[src/rtl/rf_seq_pkg.sv]
// Shared types and constants for the register-file access sequencer.
package rf_seq_pkg;

  localparam int unsigned ADDR_WIDTH = 5;
  localparam int unsigned DATA_WIDTH = 32;

  localparam int unsigned REG_ZERO = 0;

  typedef enum logic [1:0] {
    IDLE,
    RD1,
    RD2,
    HOLD
  } state_e;

endpackage

[src/rtl/rf_access_sequencer.sv]
// Serialises operand fetches and write-backs onto the single-port RF and
// presents both operands to execute once the 1-cycle read latency has elapsed.
module rf_access_sequencer #(
  parameter int unsigned ADDR_WIDTH = rf_seq_pkg::ADDR_WIDTH,
  parameter int unsigned DATA_WIDTH = rf_seq_pkg::DATA_WIDTH
) (
  input  logic                  clk,
  input  logic                  rst,
  input  logic                  i_rd_req_valid,
  output logic                  o_rd_req_ready,
  input  logic [ADDR_WIDTH-1:0] i_rs1,
  input  logic [ADDR_WIDTH-1:0] i_rs2,
  input  logic                  i_use_rs2,
  output logic                  o_opnd_valid,
  input  logic                  i_opnd_ready,
  output logic [DATA_WIDTH-1:0] o_rs1_data,
  output logic [DATA_WIDTH-1:0] o_rs2_data,
  input  logic                  i_wb_valid,
  output logic                  o_wb_ready,
  input  logic [ADDR_WIDTH-1:0] i_wb_addr,
  input  logic [DATA_WIDTH-1:0] i_wb_data,
  output logic                  o_rf_we,
  output logic [ADDR_WIDTH-1:0] o_rf_addr,
  output logic [DATA_WIDTH-1:0] o_rf_wdata,
  input  logic [DATA_WIDTH-1:0] i_rf_rdata
);
  import rf_seq_pkg::*;

  localparam logic [ADDR_WIDTH-1:0] Zero = ADDR_WIDTH'(REG_ZERO);

  state_e                state_q, state_d;
  logic [ADDR_WIDTH-1:0] rs1_q, rs1_d;
  logic [ADDR_WIDTH-1:0] rs2_q, rs2_d;
  logic                  use_rs2_q, use_rs2_d;
  logic                  opnd_valid_q, opnd_valid_d;
  logic [DATA_WIDTH-1:0] rs1_data_q, rs1_data_d;
  logic [DATA_WIDTH-1:0] rs2_data_q, rs2_data_d;

  always_ff @(posedge clk or negedge rst) begin
    if (!rst) begin
      state_q      <= IDLE;
      rs1_q        <= '0;
      rs2_q        <= '0;
      use_rs2_q    <= 1'b0;
      opnd_valid_q <= 1'b0;
      rs1_data_q   <= '0;
      rs2_data_q   <= '0;
    end else begin
      state_q      <= state_d;
      rs1_q        <= rs1_d;
      rs2_q        <= rs2_d;
      use_rs2_q    <= use_rs2_d;
      opnd_valid_q <= opnd_valid_d;
      rs1_data_q   <= rs1_data_d;
      rs2_data_q   <= rs2_data_d;
    end
  end

  always_comb begin
    state_d        = state_q;
    rs1_d          = rs1_q;
    rs2_d          = rs2_q;
    use_rs2_d      = use_rs2_q;
    opnd_valid_d   = opnd_valid_q;
    rs1_data_d     = rs1_data_q;
    rs2_data_d     = rs2_data_q;
    o_rd_req_ready = 1'b0;
    o_wb_ready     = 1'b0;
    o_rf_we        = 1'b0;
    o_rf_addr      = '0;
    o_rf_wdata     = '0;

    unique case (state_q)
      IDLE: begin
        // Write-back wins the port; a pending fetch retries next cycle.
        if (i_wb_valid) begin
          o_wb_ready = 1'b1;
          if (i_wb_addr != Zero) begin
            o_rf_we    = 1'b1;
            o_rf_addr  = i_wb_addr;
            o_rf_wdata = i_wb_data;
          end
        end else if (i_rd_req_valid) begin
          o_rd_req_ready = 1'b1;
          rs1_d          = i_rs1;
          rs2_d          = i_rs2;
          use_rs2_d      = i_use_rs2;
          o_rf_addr      = i_rs1;
          state_d        = RD1;
        end
      end
      RD1: begin
        rs1_data_d = (rs1_q == Zero) ? '0 : i_rf_rdata;
        if (use_rs2_q) begin
          o_rf_addr = rs2_q;
          state_d   = RD2;
        end else begin
          rs2_data_d   = '0;
          opnd_valid_d = 1'b1;
          state_d      = HOLD;
        end
      end
      RD2: begin
        rs2_data_d   = (rs2_q == Zero) ? '0 : i_rf_rdata;
        opnd_valid_d = 1'b1;
        state_d      = HOLD;
      end
      HOLD: begin
        // The port is free while operands wait, so write-backs drain here too.
        if (i_wb_valid) begin
          o_wb_ready = 1'b1;
          if (i_wb_addr != Zero) begin
            o_rf_we    = 1'b1;
            o_rf_addr  = i_wb_addr;
            o_rf_wdata = i_wb_data;
          end
        end
        if (i_opnd_ready) begin
          opnd_valid_d = 1'b0;
          state_d      = IDLE;
        end
      end
      default: state_d = IDLE;
    endcase
  end

  assign o_opnd_valid = opnd_valid_q;
  assign o_rs1_data   = rs1_data_q;
  assign o_rs2_data   = rs2_data_q;

endmodule

[config.mk]
export PLATFORM = sky130hd
export DESIGN_NAME = rf_access_sequencer
export DESIGN_NICKNAME = d
export VERILOG_FILES = /design/src/rtl/rf_seq_pkg.sv /design/src/rtl/rf_access_sequencer.sv
export SDC_FILE = /design/constraint.sdc
export NUM_CORES = 1
export LEC_CHECK = 0
export CAP_MARGIN = 25
export CORE_ASPECT_RATIO = 1.1
export CORE_MARGIN = 4
export CORE_UTILIZATION = 38
export DETAILED_ROUTE_END_ITERATION = 7
export PLACE_DENSITY = 0.8
export SLEW_MARGIN = 20
export SYNTH_ARGS = -nofsm -noshare
export SYNTH_HDL_FRONTEND = slang
export SYNTH_SLANG_ARGS = --single-unit
[constraint.sdc]
create_clock -name clk -period 2.1 [get_ports clk]
set_clock_uncertainty 0.05 [all_clocks]
set_input_delay 0.42 -clock clk [delete_from_list [all_inputs] [get_ports clk]]
set_output_delay 0.42 -clock clk [all_outputs]
set_load 0.01 [all_outputs]
==> impl_results.html, run 1 <==
<table>
<tr><th>Metric</th><th>Value</th></tr>
<tr><th colspan="2">Floorplan</th></tr>
<tr><td>Number of cell rows</td><td>35</td></tr>
<tr><td>I/O pin total</td><td>190</td></tr>
<tr><td>Effective utilization at floorplan</td><td>roughly two fifths</td></tr>
<tr><td>Die width</td><td>approximately 97 microns</td></tr>
<tr><td>DIE HEIGHT</td><td>106 microns</td></tr>
<tr><td>Core Box Area</td><td>0.00845 sq mm</td></tr>
<tr><td>Area of the die</td><td>a little over 0.01 sq mm</td></tr>
<tr><th colspan="2">Synthesis</th></tr>
<tr><td>Number of warnings issued by yosys</td><td>0</td></tr>
<tr><td>Flip-flop and latch count after synthesis</td><td>78</td></tr>
<tr><td>Nets in the synthesized netlist</td><td>360</td></tr>
<tr><td>Post-synth cell types</td><td>29</td></tr>
<tr><td>Fraction of registers with async set/reset</td><td>100%</td></tr>
<tr><td>Largest cells by area after synthesis</td><td>sky130_fd_sc_hd__dfrtp_1 59%, sky130_fd_sc_hd__a22o_1 17%, sky130_fd_sc_hd__and2_4 6.6%</td></tr>
<tr><td>Number of instances in the synthesized netlist</td><td>270</td></tr>
<tr><td>Seq/Total Area, Yosys</td><td>approximately three fifths</td></tr>
<tr><td>Cell taking the most area after synthesis</td><td>sky130_fd_sc_hd__dfrtp_1</td></tr>
<tr><td>EDFF count, synth</td><td>0</td></tr>
<tr><td>Top flip-flop cell by instance count after synthesis</td><td>sky130_fd_sc_hd__dfrtp_1</td></tr>
<tr><td>Mean cell area of the mapped netlist</td><td>between 10 and 15 sq um</td></tr>
<tr><td>Netlist area before placement</td><td>~0.0033 sq mm</td></tr>
<tr><td>Area share of the largest cell type after synthesis</td><td>between 50% and 60%</td></tr>
<tr><th colspan="2">Cells and area</th></tr>
<tr><td>Post-route standard cell area excluding fillers</td><td>approximately 0.0060 sq mm</td></tr>
<tr><td>Share of layout cells above drive strength 1</td><td>33.5%</td></tr>
<tr><td>Highest-count cells in the layout ignoring fill and taps</td><td>143 x sky130_fd_sc_hd__clkdlybuf4s50_1, 78 x sky130_fd_sc_hd__dfrtp_1, 64 x sky130_fd_sc_hd__a22o_1, 47 x sky130_fd_sc_hd__buf_4, 39 x sky130_fd_sc_hd__buf_6</td></tr>
<tr><td>Synth-to-Final Area Change</td><td>82.3%</td></tr>
<tr><td>Most frequent standard cell in the layout excluding fill and tap cells</td><td>sky130_fd_sc_hd__clkdlybuf4s50_1</td></tr>
<tr><td>Fillers</td><td>between 500 and 600</td></tr>
<tr><td>Filler-free cell count of the finished design</td><td>627</td></tr>
<tr><td>Area taken by multi-input logic gates</td><td>~0.0014 sq mm</td></tr>
<tr><td>Sequential cell area</td><td>a little under 0.002 sq mm</td></tr>
<tr><td>Nets@finish</td><td>between 500 and 600</td></tr>
<tr><th colspan="2">Global route</th></tr>
<tr><td>Overflow after GRT</td><td>0</td></tr>
<tr><td>Largest net degree at the start of global routing</td><td>37</td></tr>
<tr><td>Global-route wire length before repair</td><td>between 15 and 20 mm</td></tr>
<tr><td>Number of antenna violations at the first check in global routing</td><td>2</td></tr>
<tr><td>Overall track demand over capacity in global routing</td><td>23.8%</td></tr>
<tr><td>Number of global-route vias before repair</td><td>roughly 3500</td></tr>
<tr><th colspan="2">Pwr</th></tr>
<tr><td>Leakage</td><td>2.79 nW</td></tr>
<tr><td>Internal power</td><td>approximately 5.6 mW</td></tr>
<tr><td>Power density of the placed cells</td><td>between 1000 and 1500 mW/mm^2</td></tr>
<tr><td>Clock share of power</td><td>11.6%</td></tr>
<tr><td>Combinational cell fraction of total power</td><td>between 50% and 60%</td></tr>
<tr><td>Worst VDD drop</td><td>around 0.76 mV</td></tr>
<tr><td>P_sw</td><td>between 3 and 4 mW</td></tr>
<tr><td>Part of the power in registers</td><td>~29%</td></tr>
<tr><td>Net switching fraction of the power</td><td>a little over a third</td></tr>
<tr><th colspan="2">Placed design</th></tr>
<tr><td>Routability Congestion</td><td>approximately 0.94</td></tr>
<tr><td>Placed wire-length estimate after detailed placement</td><td>approximately 8.5 mm</td></tr>
<tr><td>Placed cell area</td><td>around 0.0055 sq mm</td></tr>
<tr><td>Setup slack at placement</td><td>-0.768 ns</td></tr>
<tr><td>Number of cells in the design after placement</td><td>roughly 580</td></tr>
<tr><td>Port Buffers</td><td>189</td></tr>
<tr><th colspan="2">Worst setup path</th></tr>
<tr><td>Critical path fanouts, max</td><td>8</td></tr>
<tr><td>WP data arrival</td><td>1.88 ns</td></tr>
<tr><td>Critical path capture point type</td><td>output port</td></tr>
<tr><td>Crit path required time</td><td>1.63 ns</td></tr>
<tr><td>Worst setup SP type</td><td>flip-flop</td></tr>
<tr><td>Critical path type</td><td>reg -&gt; out</td></tr>
<tr><th colspan="2">Job</th></tr>
<tr><td>Count of max-cap constraint violations</td><td>0</td></tr>
<tr><th colspan="2">STA</th></tr>
<tr><td>Slew at the pin with the worst max-slew slack</td><td>roughly 0.5 ns</td></tr>
<tr><td>Total count of max-transition violations in the final report</td><td>0</td></tr>
<tr><td>Final hold vios</td><td>0</td></tr>
<tr><td>Final number of setup-violating endpoints</td><td>38</td></tr>
<tr><td>Unrepaired setup endpoints after global routing</td><td>yes</td></tr>
<tr><td>Post-layout minimum cycle time</td><td>2.35 ns</td></tr>
<tr><td>Worst-case setup margin in the final layout</td><td>-0.249 ns</td></tr>
<tr><td>Highest clock rate</td><td>roughly 0.43 GHz</td></tr>
<tr><td>Period utilization</td><td>112%</td></tr>
<tr><td>Slew headroom</td><td>about two thirds</td></tr>
<tr><th colspan="2">Route</th></tr>
<tr><td>Total Routed Length</td><td>12.3 mm</td></tr>
<tr><td>Drt first-iter violations</td><td>113</td></tr>
<tr><td>Via count</td><td>between 3000 and 4000</td></tr>
<tr><td>Wire length per cell after detailed routing</td><td>19.7 microns</td></tr>
<tr><td>Via density per instance</td><td>between 5 and 6</td></tr>
<tr><td>Final routed DRC violation total</td><td>0</td></tr>
<tr><td>DRT antenna net count</td><td>0</td></tr>
<tr><td>Number of detailed-routing iterations run before antenna repair</td><td>4</td></tr>
<tr><th colspan="2">Clock network</th></tr>
<tr><td>Clock-pin slew reported for the worst setup and hold paths after clock tree synthesis</td><td>roughly 0.080 ns</td></tr>
<tr><td>Cts bufs inserted</td><td>9</td></tr>
<tr><td>Buffer levels on the longest clock path</td><td>2</td></tr>
<tr><td>Level count of the clock H-tree</td><td>3</td></tr>
<tr><td>Clock latency on the worst-skew pair</td><td>around 0.34 ns</td></tr>
<tr><td>Clock tree root buffer cell</td><td>sky130_fd_sc_hd__clkbuf_8</td></tr>
<tr><td>Clock sink total</td><td>78</td></tr>
<tr><td>CTS tree</td><td>done</td></tr>
<tr><th colspan="2">Outcome</th></tr>
<tr><td>Violated checks</td><td>setup timing</td></tr>
<tr><td>Status</td><td>finished, violations left</td></tr>
<tr><th colspan="2">Hold path</th></tr>
<tr><td>Path type of the worst min-delay path</td><td>reg -&gt; reg</td></tr>
</table>
## cell type report
| cell class | instances | share of cell area, % |
|---|---|---|
| diodes | 2 | 0.0827 |
| clock buffers | 9 | 2.05 |
| clock inverters | 7 | 0.952 |
| inverters | 7 | 0.434 |
| multi-input cells | 168 | 23.0 |
| flip-flops and latches | 78 | 32.3 |
| well taps | 111 | 2.30 |
| repair buffers | 245 | 38.9 |
## synth_stat cells, types with 2 or more instances
cell type and number:
sky130_fd_sc_hd__inv_1 6, sky130_fd_sc_hd__o31ai_1 2, sky130_fd_sc_hd__nor2b_1 2, sky130_fd_sc_hd__dfrtp_1 78, sky130_fd_sc_hd__a21oi_1 7, sky130_fd_sc_hd__a22o_1 64, sky130_fd_sc_hd__nor2_1 3, sky130_fd_sc_hd__and2_1 8
sky130_fd_sc_hd__a22oi_1 5, sky130_fd_sc_hd__buf_6 3, sky130_fd_sc_hd__clkbuf_1 12, sky130_fd_sc_hd__nor3_1 2, sky130_fd_sc_hd__buf_2 4, sky130_fd_sc_hd__nand2_1 31, sky130_fd_sc_hd__and2_4 25, sky130_fd_sc_hd__ha_1 5
## metal layers
metal  share of wire, %  wire length [microns]  GRT usage, %
met5                  0                      0             0
met4                3.7                    456          11.3
met2                 52                   6420          42.3
met3                6.2                    767          5.25
met1                 38                   4700          27.1
## flip-flops by register name, indices dropped and copies added (netlist names)
name,flops
o_rs2_data,32
o_rs1_data,32
rs2_q,5
rs1_q,5
state_q,2
o_opnd_valid,1
use_rs2_q,1
## through the flow
step	setup TNS [ns]	util (%)	power [mW]	hold slack, ns
5_1_grt	-8.95	71.6	9.35	0.472
3_5_place_dp	-28.16	65.3	7.26	0.366
4_1_cts	-5.74	70.8	8.77	0.445
3_3_place_gp	-26.97	65.3	7.14	0.357
2_1_floorplan	0	-	4.78	0.0744
6_report	-6.43	71.6	8.83	0.444
## critical path: stages (launching register included)
cell and delay, ns:
sky130_fd_sc_hd__dfrtp_1 0.41, sky130_fd_sc_hd__inv_2 0.08, sky130_fd_sc_hd__ha_4 0.20, sky130_fd_sc_hd__nor2b_4 0.18, sky130_fd_sc_hd__buf_4 0.15, sky130_fd_sc_hd__buf_6 0.08, sky130_fd_sc_hd__o21a_4 0.16, sky130_fd_sc_hd__and2_4 0.17
sky130_fd_sc_hd__buf_6 0.10
## power by group through the flow
stage / Clock [mW] / Combinational, mW / Sequential [mW]
2_1_floorplan: 0 / 2.02 / 2.76
3_3_place_gp: 0 / 4.60 / 2.54
3_5_place_dp: 0 / 4.72 / 2.55
4_1_cts: 1.05 / 5.17 / 2.55
5_1_grt: 1.12 / 5.60 / 2.64
6_report: 1.03 / 5.25 / 2.55
## worst paths after layout
check                                       start                          to  slack, ns  depth (start not counted)
max in group asynchronous                     rst  o_rs2_data[11]$_DFFE_PN0P_       0.89                          3
min in group asynchronous                     rst   o_rs1_data[6]$_DFFE_PN0P_       0.52                          2
min reg2reg                  rs1_q[2]$_DFFE_PN0P_        rs1_q[2]$_DFFE_PN0P_       0.44                          2
max reg2reg                state_q[1]$_DFFE_PN0P_        rs1_q[3]$_DFFE_PN0P_       0.17                         12
min                          rs1_q[2]$_DFFE_PN0P_        rs1_q[2]$_DFFE_PN0P_       0.44                          2
max                        state_q[1]$_DFFE_PN0P_              o_rf_wdata[31]      -0.25                          8
## timing repair
action | in CTS | in global routing
gates cloned | 2 | 0
pin swaps | 32 | 11
hold buffers | 1 | 0
gates resized for setup | 232 | 16
setup buffers | 23 | 6
setup endpoints to repair | 40 | 50
endpoints found under the hold margin | 34 | 0
## kinds of logic after synthesis
logic type	Yosys count	share of synthesized area, %
AND/OR/NAND/NOR	74	13.4
adder cells (fa/ha/maj)	5	1.89
AO/OA/AOI/OAI	85	21.5
multiplexers	2	0.641
flip-flops	78	58.8
buffers and inverters	26	3.77
(Power assumes the default switching activity.)
==> inputs of run 2 (changes only) <==
--- a/config.mk
+++ b/config.mk
@@ -10,4 +10,5 @@
 export CORE_MARGIN = 4
 export CORE_UTILIZATION = 38
+export CTS_CLUSTER_DIAMETER = 120
 export DETAILED_ROUTE_END_ITERATION = 7
 export PLACE_DENSITY = 0.8
==> constraint.sdc (replaced) <==
create_clock -name clk -period 2.1 [get_ports clk]
set_clock_uncertainty 0.05 [all_clocks]
set_input_delay 0.315 -clock clk [delete_from_list [all_inputs] [get_ports clk]]
set_output_delay 0.315 -clock clk [all_outputs]
set_load 0.01 [all_outputs]
==> run 2 against run 1 <==
The flow still finishes with violations (setup timing). Register-to-register slack gained 0.02 ns. Cell area shrank 1.2%. Combinational power is essentially flat. Cell count shrank 1.4%. First-iteration DRC count grew 11%. Worst setup slack gained 0.21 ns. Worst hold slack lost 0.0085 ns. Non-clock buffer count shrank 9.
==> impl_results.html, run 2 (synthesis results as in run 1) <==
<table>
<tr><th>Metric</th><th>Value</th></tr>
<tr><th colspan="2">Clock network</th></tr>
<tr><td>Clock latency on the worst-skew pair</td><td>0.32 ns (was 0.34 ns)</td></tr>
<tr><td>CTS tree</td><td>done (unchanged)</td></tr>
<tr><td>Clock sink total</td><td>78 (unchanged)</td></tr>
<tr><td>Clock-pin slew reported for the worst setup and hold paths after clock tree synthesis</td><td>0.07 ns (was 0.08 ns)</td></tr>
<tr><td>Cts bufs inserted</td><td>9 (unchanged)</td></tr>
<tr><td>Level count of the clock H-tree</td><td>3 (unchanged)</td></tr>
<tr><td>Clock tree root buffer cell</td><td>sky130_fd_sc_hd__clkbuf_8 (unchanged)</td></tr>
<tr><td>Buffer levels on the longest clock path</td><td>2 (unchanged)</td></tr>
<tr><th colspan="2">Cells and area</th></tr>
<tr><td>Highest-count cells in the layout ignoring fill and taps</td><td>144 x sky130_fd_sc_hd__clkdlybuf4s50_1, 78 x sky130_fd_sc_hd__dfrtp_1, 64 x sky130_fd_sc_hd__a22o_1, 40 x sky130_fd_sc_hd__buf_6, 37 x sky130_fd_sc_hd__buf_4 (was 143 x sky130_fd_sc_hd__clkdlybuf4s50_1, 78 x sky130_fd_sc_hd__dfrtp_1, 64 x sky130_fd_sc_hd__a22o_1, 47 x sky130_fd_sc_hd__buf_4, 39 x sky130_fd_sc_hd__buf_6)</td></tr>
<tr><td>Nets@finish</td><td>591 (was 599)</td></tr>
<tr><td>Share of layout cells above drive strength 1</td><td>30.7% (was 33.5%)</td></tr>
<tr><td>Fillers</td><td>573 (was 580)</td></tr>
<tr><td>Most frequent standard cell in the layout excluding fill and tap cells</td><td>sky130_fd_sc_hd__clkdlybuf4s50_1 (unchanged)</td></tr>
<tr><td>Synth-to-Final Area Change</td><td>80.1% (was 82.3%)</td></tr>
<tr><th colspan="2">Worst setup path</th></tr>
<tr><td>Slowest cell on the critical path</td><td>sky130_fd_sc_hd__dfrtp_1 (unchanged)</td></tr>
<tr><td>WP data arrival</td><td>1.78 ns (was 1.88 ns)</td></tr>
<tr><td>Critical path type</td><td>reg -&gt; out (unchanged)</td></tr>
<tr><td>Cell Chain, Critical Path</td><td>inv_2, ha_4, nor2b_4, buf_6, o21a_4, buf_6, and2_4, buf_6 (was inv_2, ha_4, nor2b_4, buf_4, buf_6, o21a_4, and2_4, buf_6)</td></tr>
<tr><td>Worst setup SP type</td><td>flip-flop (unchanged)</td></tr>
<tr><td>Largest stage delay on the critical path</td><td>0.39 ns (was 0.41 ns)</td></tr>
<tr><td>Crit path required time</td><td>1.74 ns (was 1.63 ns)</td></tr>
<tr><td>Buffers and inverters on the worst path</td><td>4 (unchanged)</td></tr>
<tr><td>Cell type group with the largest total delay on the critical path</td><td>buffers and inverters (unchanged)</td></tr>
<tr><td>Critical path fanouts, max</td><td>6 (was 8)</td></tr>
<tr><td>Critical path capture point type</td><td>output port (unchanged)</td></tr>
<tr><td>Most frequent cell on the critical path</td><td>sky130_fd_sc_hd__buf_6 (unchanged)</td></tr>
<tr><th colspan="2">Route</th></tr>
<tr><td>DRT antenna net count</td><td>0 (unchanged)</td></tr>
<tr><td>Total Routed Length</td><td>12.3 mm (about the same)</td></tr>
<tr><td>Drt first-iter violations</td><td>125 (was 113)</td></tr>
<tr><td>Number of detailed-routing iterations run before antenna repair</td><td>4 (unchanged)</td></tr>
<tr><td>Via count</td><td>3146 (was 3188)</td></tr>
<tr><td>Final routed DRC violation total</td><td>0 (unchanged)</td></tr>
<tr><td>Via density per instance</td><td>5.09 (was 5.08)</td></tr>
<tr><td>Wire length per cell after detailed routing</td><td>19.9 microns (was 19.7 microns)</td></tr>
<tr><th colspan="2">Placed design</th></tr>
<tr><td>Routability Congestion</td><td>0.930 (was 0.935)</td></tr>
<tr><td>Setup slack at placement</td><td>-0.555 ns (was -0.768 ns)</td></tr>
<tr><td>Placed wire-length estimate after detailed placement</td><td>8.60 mm (was 8.51 mm)</td></tr>
<tr><td>Port Buffers</td><td>189 (unchanged)</td></tr>
<tr><th colspan="2">Job</th></tr>
<tr><td>Count of max-cap constraint violations</td><td>0 (unchanged)</td></tr>
<tr><th colspan="2">Global route</th></tr>
<tr><td>Overflow after GRT</td><td>0 (unchanged)</td></tr>
<tr><td>Overall track demand over capacity in global routing</td><td>23.2% (was 23.8%)</td></tr>
<tr><td>Global-route wire length before repair</td><td>18.9 mm (was 19.3 mm)</td></tr>
<tr><td>Largest net degree at the start of global routing</td><td>39 (was 37)</td></tr>
<tr><td>Number of global-route vias before repair</td><td>3397 (was 3516)</td></tr>
<tr><td>Number of antenna violations at the first check in global routing</td><td>2 (unchanged)</td></tr>
<tr><th colspan="2">STA</th></tr>
<tr><td>Post-layout minimum cycle time</td><td>2.14 ns (was 2.35 ns)</td></tr>
<tr><td>Unrepaired setup endpoints after global routing</td><td>yes (unchanged)</td></tr>
<tr><td>Setup_tns</td><td>-0.258 ns (was -6.43 ns)</td></tr>
<tr><td>Final number of setup-violating endpoints</td><td>14 (was 38)</td></tr>
<tr><td>Final hold vios</td><td>0 (unchanged)</td></tr>
<tr><td>Total count of max-transition violations in the final report</td><td>0 (unchanged)</td></tr>
<tr><td>Slew at the pin with the worst max-slew slack</td><td>0.470 ns (was 0.489 ns)</td></tr>
<tr><td>Period utilization</td><td>102% (was 112%)</td></tr>
<tr><td>WHS</td><td>0.435 ns (was 0.444 ns)</td></tr>
<tr><td>Highest clock rate</td><td>0.467 GHz (was 0.426 GHz)</td></tr>
<tr><td>Worst-case setup margin in the final layout</td><td>-0.0404 ns (was -0.249 ns)</td></tr>
<tr><td>Slew headroom</td><td>68.7% (was 67.4%)</td></tr>
<tr><th colspan="2">Pwr</th></tr>
<tr><td>Power density of the placed cells</td><td>1460 mW/mm^2 (about the same)</td></tr>
<tr><td>Leakage</td><td>2.75 nW (was 2.79 nW)</td></tr>
<tr><td>Worst VDD drop</td><td>0.747 mV (was 0.761 mV)</td></tr>
<tr><th colspan="2">Floorplan</th></tr>
<tr><td>Effective utilization at floorplan</td><td>39.3% (unchanged)</td></tr>
<tr><td>Core Box Area</td><td>0.00845 sq mm (unchanged)</td></tr>
<tr><td>I/O pin total</td><td>190 (unchanged)</td></tr>
<tr><td>Number of cell rows</td><td>35 (unchanged)</td></tr>
<tr><td>Die width</td><td>97.1 microns (unchanged)</td></tr>
<tr><td>Area of the die</td><td>0.0103 sq mm (unchanged)</td></tr>
<tr><td>DIE HEIGHT</td><td>106 microns (unchanged)</td></tr>
<tr><th colspan="2">Hold path</th></tr>
<tr><td>Path type of the worst min-delay path</td><td>reg -&gt; reg (unchanged)</td></tr>
<tr><th colspan="2">Outcome</th></tr>
<tr><td>Status</td><td>finished, violations left (unchanged)</td></tr>
<tr><td>Violated checks</td><td>setup timing (unchanged)</td></tr>
</table>
==> run 2: through the flow <==
stage / instance area (sq um) / utilization (%) / power, mW / std cells
final: 5980 / 70.7 / 8.74 / 618
after global routing: 5980 / 70.7 / 9.26 / 618
after CTS: 5850 / 69.2 / 8.58 / 613
after detailed placement: 5520 / 65.3 / 7.26 / 582
after global placement: 5520 / 65.3 / 7.14 / 582
after floorplan: 3320 / - / 4.78 / 270
==> run 2: where the power goes <==
| group | internal, mW | total [mW] | switching [mW] |
|---|---|---|---|
| Sequential | 2.16 | 2.56 | 0.394 |
| Combinational | 3.01 | 5.28 | 2.27 |
| Clock | 0.414 | 0.898 | 0.483 |
| Total | 5.59 | 8.74 | 3.15 |
==> run 2: final timing paths <==
check | start | to | slack (ns) | depth (start not counted)
worst max-delay path | state_q[0]$_DFFE_PN0P_ | o_rf_wdata[15] | -0.04 | 8
worst min register to register | rs1_q[3]$_DFFE_PN0P_ | rs1_q[3]$_DFFE_PN0P_ | 0.44 | 2
worst max register to register | state_q[1]$_DFFE_PN0P_ | o_rs1_data[22]$_DFFE_PN0P_ | 0.19 | 8
min in group asynchronous | rst | o_rs1_data[7]$_DFFE_PN0P_ | 0.45 | 2
max in group asynchronous | rst | o_rs1_data[0]$_DFFE_PN0P_ | 0.89 | 3
worst min-delay path | rs1_q[3]$_DFFE_PN0P_ | rs1_q[3]$_DFFE_PN0P_ | 0.44 | 2
==> run 2: routing by layer <==
| layer | track usage (%) | wire, microns |
|---|---|---|
| met2 | 42.0 | 6300 |
| met3 | 5.45 | 851 |
| met4 | 8.93 | 465 |
| met5 | 0 | 0 |
| met1 | 26.4 | 4660 |
==> run 2: final cells by class <==
| type | count | area, sq um | share of cell area, % |
|---|---|---|---|
| timing repair buffer | 236 | 2300 | 38.5 |
| tap | 111 | 139 | 2.32 |
| clock buffer | 10 | 128 | 2.14 |
| multi-input combinational | 169 | 1400 | 23.4 |
| clock inverter | 5 | 27.5 | 0.461 |
| antenna | 2 | 5.00 | 0.0838 |
| inverter | 7 | 26.3 | 0.440 |
| sequential | 78 | 1950 | 32.7 |
==> run 2: worst min-delay path, delay by kind of cell, from the launching register on <==
family | cells | cell delay, ns
flops | 1 | 0.35
simple gates | 2 | 0.11
==> run 2: timing repair <==
item,4_1_cts,5_1_grt
setup buffers,12,3
resized for setup,214,22
setup endpoints to repair,40,37
hold endpoints to repair,35,0
gates cloned,3,0
pin swaps,23,8
hold buffers,1,0
